## src/rtl/keypad_pkg.sv

```systemverilog
// Shared definitions for the 4x4 key matrix: FSM states, matrix size and
// key-index field layout, common to the scanner, decoder and emulator.
package keypad_pkg;

  localparam int KP_ROWS = 4;
  localparam int KP_COLS = 4;
  localparam int KEY_W   = 4;

  localparam int KEY_ROW_MSB = 3;
  localparam int KEY_ROW_LSB = 2;
  localparam int KEY_COL_MSB = 1;
  localparam int KEY_COL_LSB = 0;

  typedef enum logic [1:0] {
    IDLE   = 2'd0,
    BOUNCE = 2'd1,
    HOLD   = 2'd2,
    GAP    = 2'd3
  } kp_state_e;

  function automatic int kp_max(input int a, input int b);
    return (a > b) ? a : b;
  endfunction

endpackage

```

## src/rtl/keypad_col_decode.sv

```systemverilog
// Combinational column drive for one pressed key: the key's column answers
// only when its own row is strobed alone and the contact is closed.
module keypad_col_decode
  import keypad_pkg::*;
(
  input  logic [KP_ROWS-1:0] row,
  input  logic [KEY_W-1:0]   key_idx,
  input  logic               contact,
  output logic [KP_COLS-1:0] col
);

  logic row_onehot;
  logic row_hit;

  assign row_onehot = $onehot(row);
  assign row_hit    = (row == (KP_ROWS'(1) << key_idx[KEY_ROW_MSB:KEY_ROW_LSB]));

  assign col = (contact && row_onehot && row_hit)
             ? (KP_COLS'(1) << key_idx[KEY_COL_MSB:KEY_COL_LSB])
             : '0;

endmodule

```

## src/rtl/keypad_matrix_emulator.sv

```systemverilog
// Responding end of a 4x4 key matrix: accepts timed press commands, plays
// them out as bounce / hold / release-gap, and answers row strobes on col.
module keypad_matrix_emulator
  import keypad_pkg::*;
#(
  parameter int HOLD_W        = 16,
  parameter int BOUNCE_CYCLES = 4,
  parameter int GAP_CYCLES    = 8
) (
  input  logic               clk,
  input  logic               rst,
  input  logic [KP_ROWS-1:0] row,
  output logic [KP_COLS-1:0] col,
  input  logic               key_valid,
  output logic               key_ready,
  input  logic [KEY_W-1:0]   key_idx,
  input  logic [HOLD_W-1:0]  hold_cycles,
  input  logic               abort,
  output logic               busy,
  output logic               done
);

  localparam int BNC_W = $clog2(BOUNCE_CYCLES + 1);
  localparam int GAP_W = $clog2(GAP_CYCLES + 1);
  localparam int CNT_W = kp_max(HOLD_W, kp_max(BNC_W, GAP_W));

  localparam logic [CNT_W-1:0] BNC_LOAD = CNT_W'(BOUNCE_CYCLES);
  localparam logic [CNT_W-1:0] GAP_LOAD = CNT_W'(GAP_CYCLES);
  localparam logic [CNT_W-1:0] CNT_ONE  = CNT_W'(1);
  localparam logic [CNT_W-1:0] CNT_TWO  = CNT_W'(2);

  kp_state_e          state_q;
  logic [CNT_W-1:0]   cnt_q;
  logic [KEY_W-1:0]   key_q;
  logic [HOLD_W-1:0]  hold_q;
  logic               contact_q;
  logic               rdy_q;
  logic               busy_q;
  logic               done_q;

  logic               accept;
  logic [HOLD_W-1:0]  hold_ld;

  // A zero hold request still produces one closed cycle.
  assign hold_ld   = (hold_cycles == '0) ? HOLD_W'(1) : hold_cycles;
  assign key_ready = rdy_q & ~abort;
  assign accept    = key_valid & key_ready;
  assign busy      = busy_q;
  assign done      = done_q;

  always_ff @(posedge clk or posedge rst) begin
    if (rst) begin
      state_q   <= IDLE;
      cnt_q     <= '0;
      key_q     <= '0;
      hold_q    <= '0;
      contact_q <= 1'b0;
      rdy_q     <= 1'b0;
      busy_q    <= 1'b0;
      done_q    <= 1'b0;
    end else begin
      done_q <= 1'b0;
      case (state_q)
        IDLE: begin
          rdy_q <= 1'b1;
          if (accept) begin
            key_q     <= key_idx;
            hold_q    <= hold_ld;
            contact_q <= 1'b1;
            busy_q    <= 1'b1;
            rdy_q     <= 1'b0;
            if (BOUNCE_CYCLES > 0) begin
              state_q <= BOUNCE;
              cnt_q   <= BNC_LOAD;
            end else begin
              state_q <= HOLD;
              cnt_q   <= CNT_W'(hold_ld);
            end
          end
        end
        // Bounce chatters closed/open every cycle, starting closed.
        BOUNCE: begin
          if (abort) begin
            state_q   <= GAP;
            cnt_q     <= GAP_LOAD;
            contact_q <= 1'b0;
            done_q    <= (GAP_CYCLES == 1);
          end else if (cnt_q == CNT_ONE) begin
            state_q   <= HOLD;
            cnt_q     <= CNT_W'(hold_q);
            contact_q <= 1'b1;
          end else begin
            cnt_q     <= cnt_q - CNT_ONE;
            contact_q <= ~contact_q;
          end
        end
        HOLD: begin
          if (abort || (cnt_q == CNT_ONE)) begin
            state_q   <= GAP;
            cnt_q     <= GAP_LOAD;
            contact_q <= 1'b0;
            done_q    <= (GAP_CYCLES == 1);
          end else begin
            cnt_q <= cnt_q - CNT_ONE;
          end
        end
        // done is registered, so it is armed one cycle ahead of the last gap cycle.
        GAP: begin
          if (cnt_q == CNT_ONE) begin
            state_q <= IDLE;
            busy_q  <= 1'b0;
            rdy_q   <= 1'b1;
          end else begin
            cnt_q  <= cnt_q - CNT_ONE;
            done_q <= (cnt_q == CNT_TWO);
          end
        end
        default: begin
          state_q <= IDLE;
        end
      endcase
    end
  end

  keypad_col_decode u_col_decode (
    .row     (row),
    .key_idx (key_q),
    .contact (contact_q),
    .col     (col)
  );

endmodule

```

## config.mk

```make
export PLATFORM = sky130hd
export DESIGN_NAME = keypad_matrix_emulator
export DESIGN_NICKNAME = d
export VERILOG_FILES = /design/src/rtl/keypad_pkg.sv /design/src/rtl/keypad_col_decode.sv /design/src/rtl/keypad_matrix_emulator.sv
export SDC_FILE = /design/constraint.sdc
export NUM_CORES = 1
export LEC_CHECK = 0
export ABC_AREA = 1
export ABC_CLOCK_PERIOD_IN_PS = 2240
export CORE_MARGIN = 2
export CORE_UTILIZATION = 50
export DETAILED_ROUTE_END_ITERATION = 12
export PLACE_DENSITY = 0.77
export SLEW_MARGIN = 20
export SYNTH_ARGS = -nofsm -noshare
export SYNTH_HDL_FRONTEND = slang
export SYNTH_SLANG_ARGS = --single-unit
```

## constraint.sdc

```tcl
create_clock -name clk -period 2.24 [get_ports clk]
set_input_delay 0.448 -clock clk [delete_from_list [all_inputs] [get_ports clk]]
set_output_delay 0.448 -clock clk [all_outputs]
set_load 0.005 [all_outputs]
```

==> results.json, run 1 <==
{
  "cp_slowest_cell": "fa_1",
  "cts_tree": "built",
  "slowest_delay_ns": 0.45,
  "syn-num-nets": 395,
  "grt_pass1_vias": 2329,
  "r2r_end": "hold_q[0]$_DFFE_PP0P_",
  "fin_crit_ns": 2.74,
  "gp_congestion": 0.812,
  "p_leak_uw": 0.00163,
  "min-delay-start": "hold_q[7]$_DFFE_PP0P_",
  "synth_seq_area_share": 0.404,
  "worst_clock_skew_ns": 0.00900,
  "cpMostUsedCell": "ha_4",
  "cts.sink_count": 42,
  "dp_hpwl_um": 4070,
  "final_cell_mix": "nand2_1 (131), dfrtp_1 (42), inv_1 (40)",
  "die_y_um": 76.1,
  "grt_max_degree": 43,
  "seqPwrFrac": 0.490,
  "antenna_found_initial": 0,
  "drc": 0,
  "fin_ws_ns": -0.497,
  "diodes": 0,
  "io_buffer_count": 34,
  "critPathCapture": "col[3]",
  "r2r-start": "state_q[0]$_DFFE_PP0P_",
  "fillers": 450,
  "cp.required_ns": 1.79,
  "drv_cap": 0,
  "ant_nets": 0,
  "numPlacedInstances": 459,
  "ctsLongestPathBuffers": 2,
  "p_int_uw": 1300,
  "avgRoutedWirePerCell_um": 12.1,
  "fin_crit_sh": 1.22,
  "fin_area_mm2": 0.00325,
  "p_sw_uw": 501,
  "p_clk_frac": 0.340,
  "clock-root-buffer": "clkbuf_8",
  "finalWirelength_um": 5730,
  "synth_cell_type_count": 33,
  "timing.fmax_mhz": 365,
  "cp.arrival_ns": 2.29,
  "drtPass1Iterations": 4,
  "crit_fanout": 4,
  "tightest_slew_ns": 0.634,
  "violations": "negative setup slack",
  "grt_pass1_wl_um": 10400,
  "max-slew-margin-rel": 0.577,
  "cts_made_buffers": 5,
  "cts_hold_buf": 0,
  "yosys_warnings": 0,
  "dpl_cell_area_mm2": 0.00309,
  "synth-seq-cells": 42,
  "clk_pin_slew_ns": 0.09,
  "core_mm2": 0.00507,
  "rows": 26,
  "worst_setup_path_end_kind": "primary output",
  "r2r_slack_ns": 0.43,
  "final_nets": 440,
  "ios": 35,
  "initial_utilization": 0.513,
  "dieArea_mm2": 0.00580,
  "slew_violations": 0,
  "status": "finished, violations left",
  "dr_total_vias": 2349,
  "fin_cells": 472,
  "syn_area_per_cell_um2": 7.31,
  "setup_viol_count_final": 4,
  "ctsHtreeMaxLevel": 2,
  "power_frac_comb": 0.170,
  "synthCells": 356,
  "area_growth_pct": 24.9,
  "sw_frac_of_total": 0.278,
  "grt_use_total": 0.219,
  "hold_viol_final": 0,
  "rsz0062_at_grt": "yes",
  "drive_gt1_frac": 0.142,
  "min_path_type": "reg2reg",
  "syn-cell-area_mm2": 0.00260,
  "startpoint": "row[3]",
  "rr_worst_depth": 7,
  "first_iter_violations": 134,
  "clk_latency_ns": 0.30,
  "power_density_mw_per_mm2": 554,
  "final_common_cell": "nand2_1",
  "viasPerCell": 4.98,
  "vdd_drop_max_uv": 319,
  "crit_path_start_kind": "input pin",
  "worstSetupPathType": "in2out",
  "cp_cell_sequence": "buf_8, ha_4, ha_4, fa_1, nor3b_2, nand3_1, a21oi_2, nand3_2, buf_4, nor3_2, buf_2",
  "grt_overflow": 0,
  "die_w_um": 76.1
}
## cells in the mapped netlist, drive strengths merged
cell type,n,share of area
inv,43,0.062
a21oi,5,0.0096
xor2,4,0.013
clkbuf,3,0.0043
buf,5,0.018
o21ai,32,0.062
nor3b,1,0.0029
nand3,15,0.031
nand4,2,0.0048
o211ai,1,0.0029
xnor2,5,0.017
and3,1,0.0024
dfrtp,42,0.40
fa,1,0.0077
or2,1,0.0024
nor2,31,0.061
nor4b,1,0.0034
nor4,2,0.0048
a22o,1,0.0034
a22oi,2,0.0058
nor3,9,0.017
o21bai,1,0.0029
nand2,138,0.21
ha,10,0.048
## kinds of logic (layout without fill, tap and decap cells)
| kind of cell | Yosys count | in the layout | synth area share |
|---|---|---|---|
| xor+xnor | 9 | 9 | 0.0303 |
| buf+inv | 51 | 97 | 0.0842 |
| fa+ha+maj | 11 | 11 | 0.0558 |
| flops | 42 | 42 | 0.404 |
| simple gates | 201 | 201 | 0.340 |
| compound gates | 42 | 42 | 0.0861 |
## worst min-delay path by stage
| stage | slack, ns | endpoint | cells past startpoint |
|---|---|---|---|
| after floorplan | 0.44 | hold_q[11]$_DFFE_PP0P_ | 2 |
| after global placement | 0.46 | hold_q[7]$_DFFE_PP0P_ | 2 |
| after detailed placement | 0.47 | hold_q[7]$_DFFE_PP0P_ | 2 |
| after CTS | 0.50 | hold_q[7]$_DFFE_PP0P_ | 2 |
| after global routing | 0.52 | hold_q[7]$_DFFE_PP0P_ | 2 |
| final | 0.49 | hold_q[7]$_DFFE_PP0P_ | 2 |
## routing by layer
layer  part of all wire  global-route usage  wire, um
met1               0.48               0.304      2750
met2               0.46               0.360      2620
met3              0.047              0.0367       268
met4              0.017              0.0564        96
met5                  0                   0         0
## repair_timing
action | CTS | global route
endpoints found under the setup margin | 4 | 4
pin swaps | 5 | 4
resized for setup | 41 | 3
buffers inserted | 4 | 1
hold endpoints to repair | 0 | 0
## area by class of cell
type                    instances  area (um^2)  share of cell area
multi-input cells             263         1410               0.434
flip-flops and latches         42         1050               0.323
repair buffers                 46          427               0.131
inverters                      43          161              0.0497
well taps                      70         87.6              0.0270
clock buffers                   5         68.8              0.0212
clock inverters                 3         45.0              0.0139
## through the flow
step	total power [uW]	TNS, ns	worst slack, ns	hold slack [ns]	utilization
after floorplan	1080	-0.434	-0.143	0.442	-
after detailed placement	1190	-5.01	-1.27	0.466	0.609
after CTS	1810	-2.07	-0.528	0.497	0.636
after global placement	1180	-4.81	-1.24	0.459	0.609
after global routing	1900	-2.34	-0.599	0.522	0.640
final	1800	-1.93	-0.497	0.490	0.640
## sequential cells by signal, indices dropped and copies added (netlist names)
register	cells
busy	1
cnt_q	16
contact_q	1
done	1
hold_q	16
key_q	4
rdy_q	1
state_q	2
## power by group through the flow
| stage | logic [uW] | registers, uW | clock network, uW |
|---|---|---|---|
| floorplan | 195 | 881 | 0 |
| finish | 306 | 883 | 612 |
| global placement | 284 | 893 | 0 |
| CTS | 304 | 882 | 623 |
| global route | 354 | 892 | 657 |
| detailed placement | 293 | 896 | 0 |
## worst max-delay path, delay by kind of cell
family / cells / cell delay, ns
adders and majority gates: 3 / 0.83
and+or+nand+nor: 4 / 0.49
buffers and inverters: 3 / 0.39
AOI/OAI and AO/OA: 1 / 0.12
Note: power is estimated with default switching activity, not from simulation.
==> run 2: changes to the inputs <==
CORE_UTILIZATION = 51   (was 50)
CTS_BUF_LIST = sky130_fd_sc_hd__clkbuf_8   (was not set)
GPL_TIMING_DRIVEN = 0   (was not set)
PLACE_DENSITY = 0.78   (was 0.77)
==> run 2 against run 1 <==
Compared with the run above:
- critical path depth unchanged
- the flow still finishes with violations (negative setup slack)
- largest power group unchanged
- critical endpoint unchanged
- sequential share of layout area down 0.30 points
- die area down 1.9%
==> results.json, run 2 (synthesis results as in run 1) <==
{
  "status": "finished, violations left",
  "violations": "negative setup slack",
  "setup_viol_count_final": 4,
  "final_common_cell": "nand2_1",
  "tightest_slew_ns": 0.465,
  "p_sw_uw": 502,
  "p_leak_uw": 0.00165,
  "grt_use_total": 0.229,
  "clk_pin_slew_ns": 0.09,
  "drive_gt1_frac": 0.141,
  "vdd_drop_max_uv": 359,
  "drt-met1-wl_um": 2730,
  "worstSetupPathType": "in2out",
  "drv_cap": 0,
  "power_density_mw_per_mm2": 550,
  "ant_nets": 0,
  "viasPerCell": 5.00,
  "cts_tree": "built",
  "first_iter_violations": 200,
  "io_buffer_count": 34,
  "path_delay_family": "adder cells",
  "slowest_delay_ns": 0.45,
  "fin_crit_sh": 1.22,
  "initial_utilization": 0.540,
  "cpMostUsedCell": "ha_4",
  "area_growth_pct": 26.1,
  "crit_buf_inv": 3,
  "p_int_uw": 1300,
  "max-slew-margin-rel": 0.690,
  "fin_crit_ns": 2.73,
  "cts_made_buffers": 5,
  "rsz0062_at_grt": "yes",
  "slew_violations": 0,
  "p_clk_frac": 0.340,
  "cp_cell_sequence": "buf_8, ha_4, ha_4, fa_1, nor3b_2, nand3_1, a21oi_2, nand3_2, buf_4, nor3_4, buf_2",
  "core_mm2": 0.00482,
  "die_w_um": 75.4,
  "drtPass1Iterations": 5,
  "fin_total_pwr_uw": 1800,
  "worst_setup_path_end_kind": "primary output",
  "final_nets": 442,
  "diodes": 0,
  "ctsLongestPathBuffers": 2,
  "min_path_type": "in2async",
  "drc": 0,
  "grt_max_degree": 30,
  "dr_total_vias": 2355,
  "antenna_found_initial": 0,
  "ctsHtreeMaxLevel": 2,
  "wl_met2_um": 2710,
  "tns_ns": -1.90,
  "timing.fmax_mhz": 366,
  "sw_frac_of_total": 0.278,
  "gp_congestion": 0.858,
  "clock-root-buffer": "clkbuf_8",
  "crit_path_start_kind": "input pin",
  "rows": 25,
  "fin_ws_ns": -0.494,
  "dp_hpwl_um": 4420,
  "power_frac_comb": 0.171,
  "cts.sink_count": 42,
  "cp.arrival_ns": 2.29,
  "worst_clock_skew_ns": 0.00446,
  "reg_top3": "cnt_q (16), hold_q (16), key_q (4)",
  "crit_fanout": 3,
  "r2r-start": "state_q[0]$_DFFE_PP0P_",
  "clk_latency_ns": 0.30,
  "finalWirelength_um": 5840,
  "die_y_um": 75.4,
  "final_cell_mix": "nand2_1 (131), dfrtp_1 (42), inv_1 (39)",
  "grt_pass1_wl_um": 9920,
  "cp_slowest_cell": "fa_1",
  "dieArea_mm2": 0.00569,
  "hold_viol_final": 0,
  "startpoint": "row[3]",
  "cp.required_ns": 1.79,
  "top_layer": "met4",
  "grt_pass1_vias": 2225,
  "cts_hold_buf": 0,
  "ios": 35,
  "fillers": 438,
  "grt_overflow": 0,
  "seqPwrFrac": 0.489,
  "avgRoutedWirePerCell_um": 12.4,
  "wl_met3_um": 349
}
## run 2: changes by cell type in the layout (fill, tap and decap cells not counted), sizes merged
cell / change
buf: -1
clkinvlp: -2
clkbuf: +3
inv: +1
clkinv: +1
## run 2: path summary, 6_finish.rpt
| kind | end | slack, ns | depth (start not counted) |
|---|---|---|---|
| max | col[3] | -0.49 | 11 |
| min | state_q[0]$_DFFE_PP0P_ | 0.43 | 2 |
| max reg2reg | hold_q[9]$_DFFE_PP0P_ | 0.43 | 8 |
| min reg2reg | hold_q[12]$_DFFE_PP0P_ | 0.50 | 2 |
| max in group asynchronous | hold_q[14]$_DFFE_PP0P_ | 1.36 | 3 |
| min in group clk | hold_q[12]$_DFFE_PP0P_ | 0.50 | 2 |
## run 2: stage by stage
stage	hold WS [ns]	cell area (um^2)	setup slack, ns	util	std cells
6_report	0.427	3280	-0.494	0.681	471
5_1_grt	0.465	3280	-0.596	0.681	471
4_1_cts	0.435	3260	-0.517	0.677	470
3_5_place_dp	0.474	3110	-1.33	0.646	458
3_3_place_gp	0.459	3090	-1.30	0.642	457
2_1_floorplan	0.442	2670	-0.143	-	356
## run 2: layout make-up
| type | instances | area [um^2] | area share |
|---|---|---|---|
| multi-input combinational | 263 | 1420 | 0.432 |
| sequential | 42 | 1050 | 0.320 |
| timing repair buffer | 40 | 398 | 0.121 |
| inverter | 43 | 161 | 0.0492 |
| tap | 67 | 83.8 | 0.0256 |
| clock buffer | 5 | 68.8 | 0.0210 |
| buffer | 8 | 57.6 | 0.0176 |
| clock inverter | 3 | 43.8 | 0.0134 |
## run 2: power groups by stage
| stage | sequential (uW) | combinational [uW] | clock [uW] |
|---|---|---|---|
| 2_1_floorplan | 881 | 195 | 0 |
| 6_report | 883 | 308 | 614 |
| 4_1_cts | 882 | 306 | 631 |
| 5_1_grt | 890 | 350 | 649 |
| 3_5_place_dp | 897 | 293 | 0 |
| 3_3_place_gp | 894 | 276 | 0 |
## run 2: per-layer routing
layer  up-vias  track usage
met5         -            0
met4         0       0.0643
met3         6       0.0476
met2        67        0.374
li1       1216            -
met1      1066        0.310
## run 2: timing repair
| item | 4_1_cts | 5_1_grt |
|---|---|---|
| setup buffers | 4 | 1 |
| pin swaps | 5 | 3 |
| gates resized for setup | 45 | 2 |
| endpoints found under the setup margin | 4 | 4 |
| hold endpoints to repair | 0 | 0 |
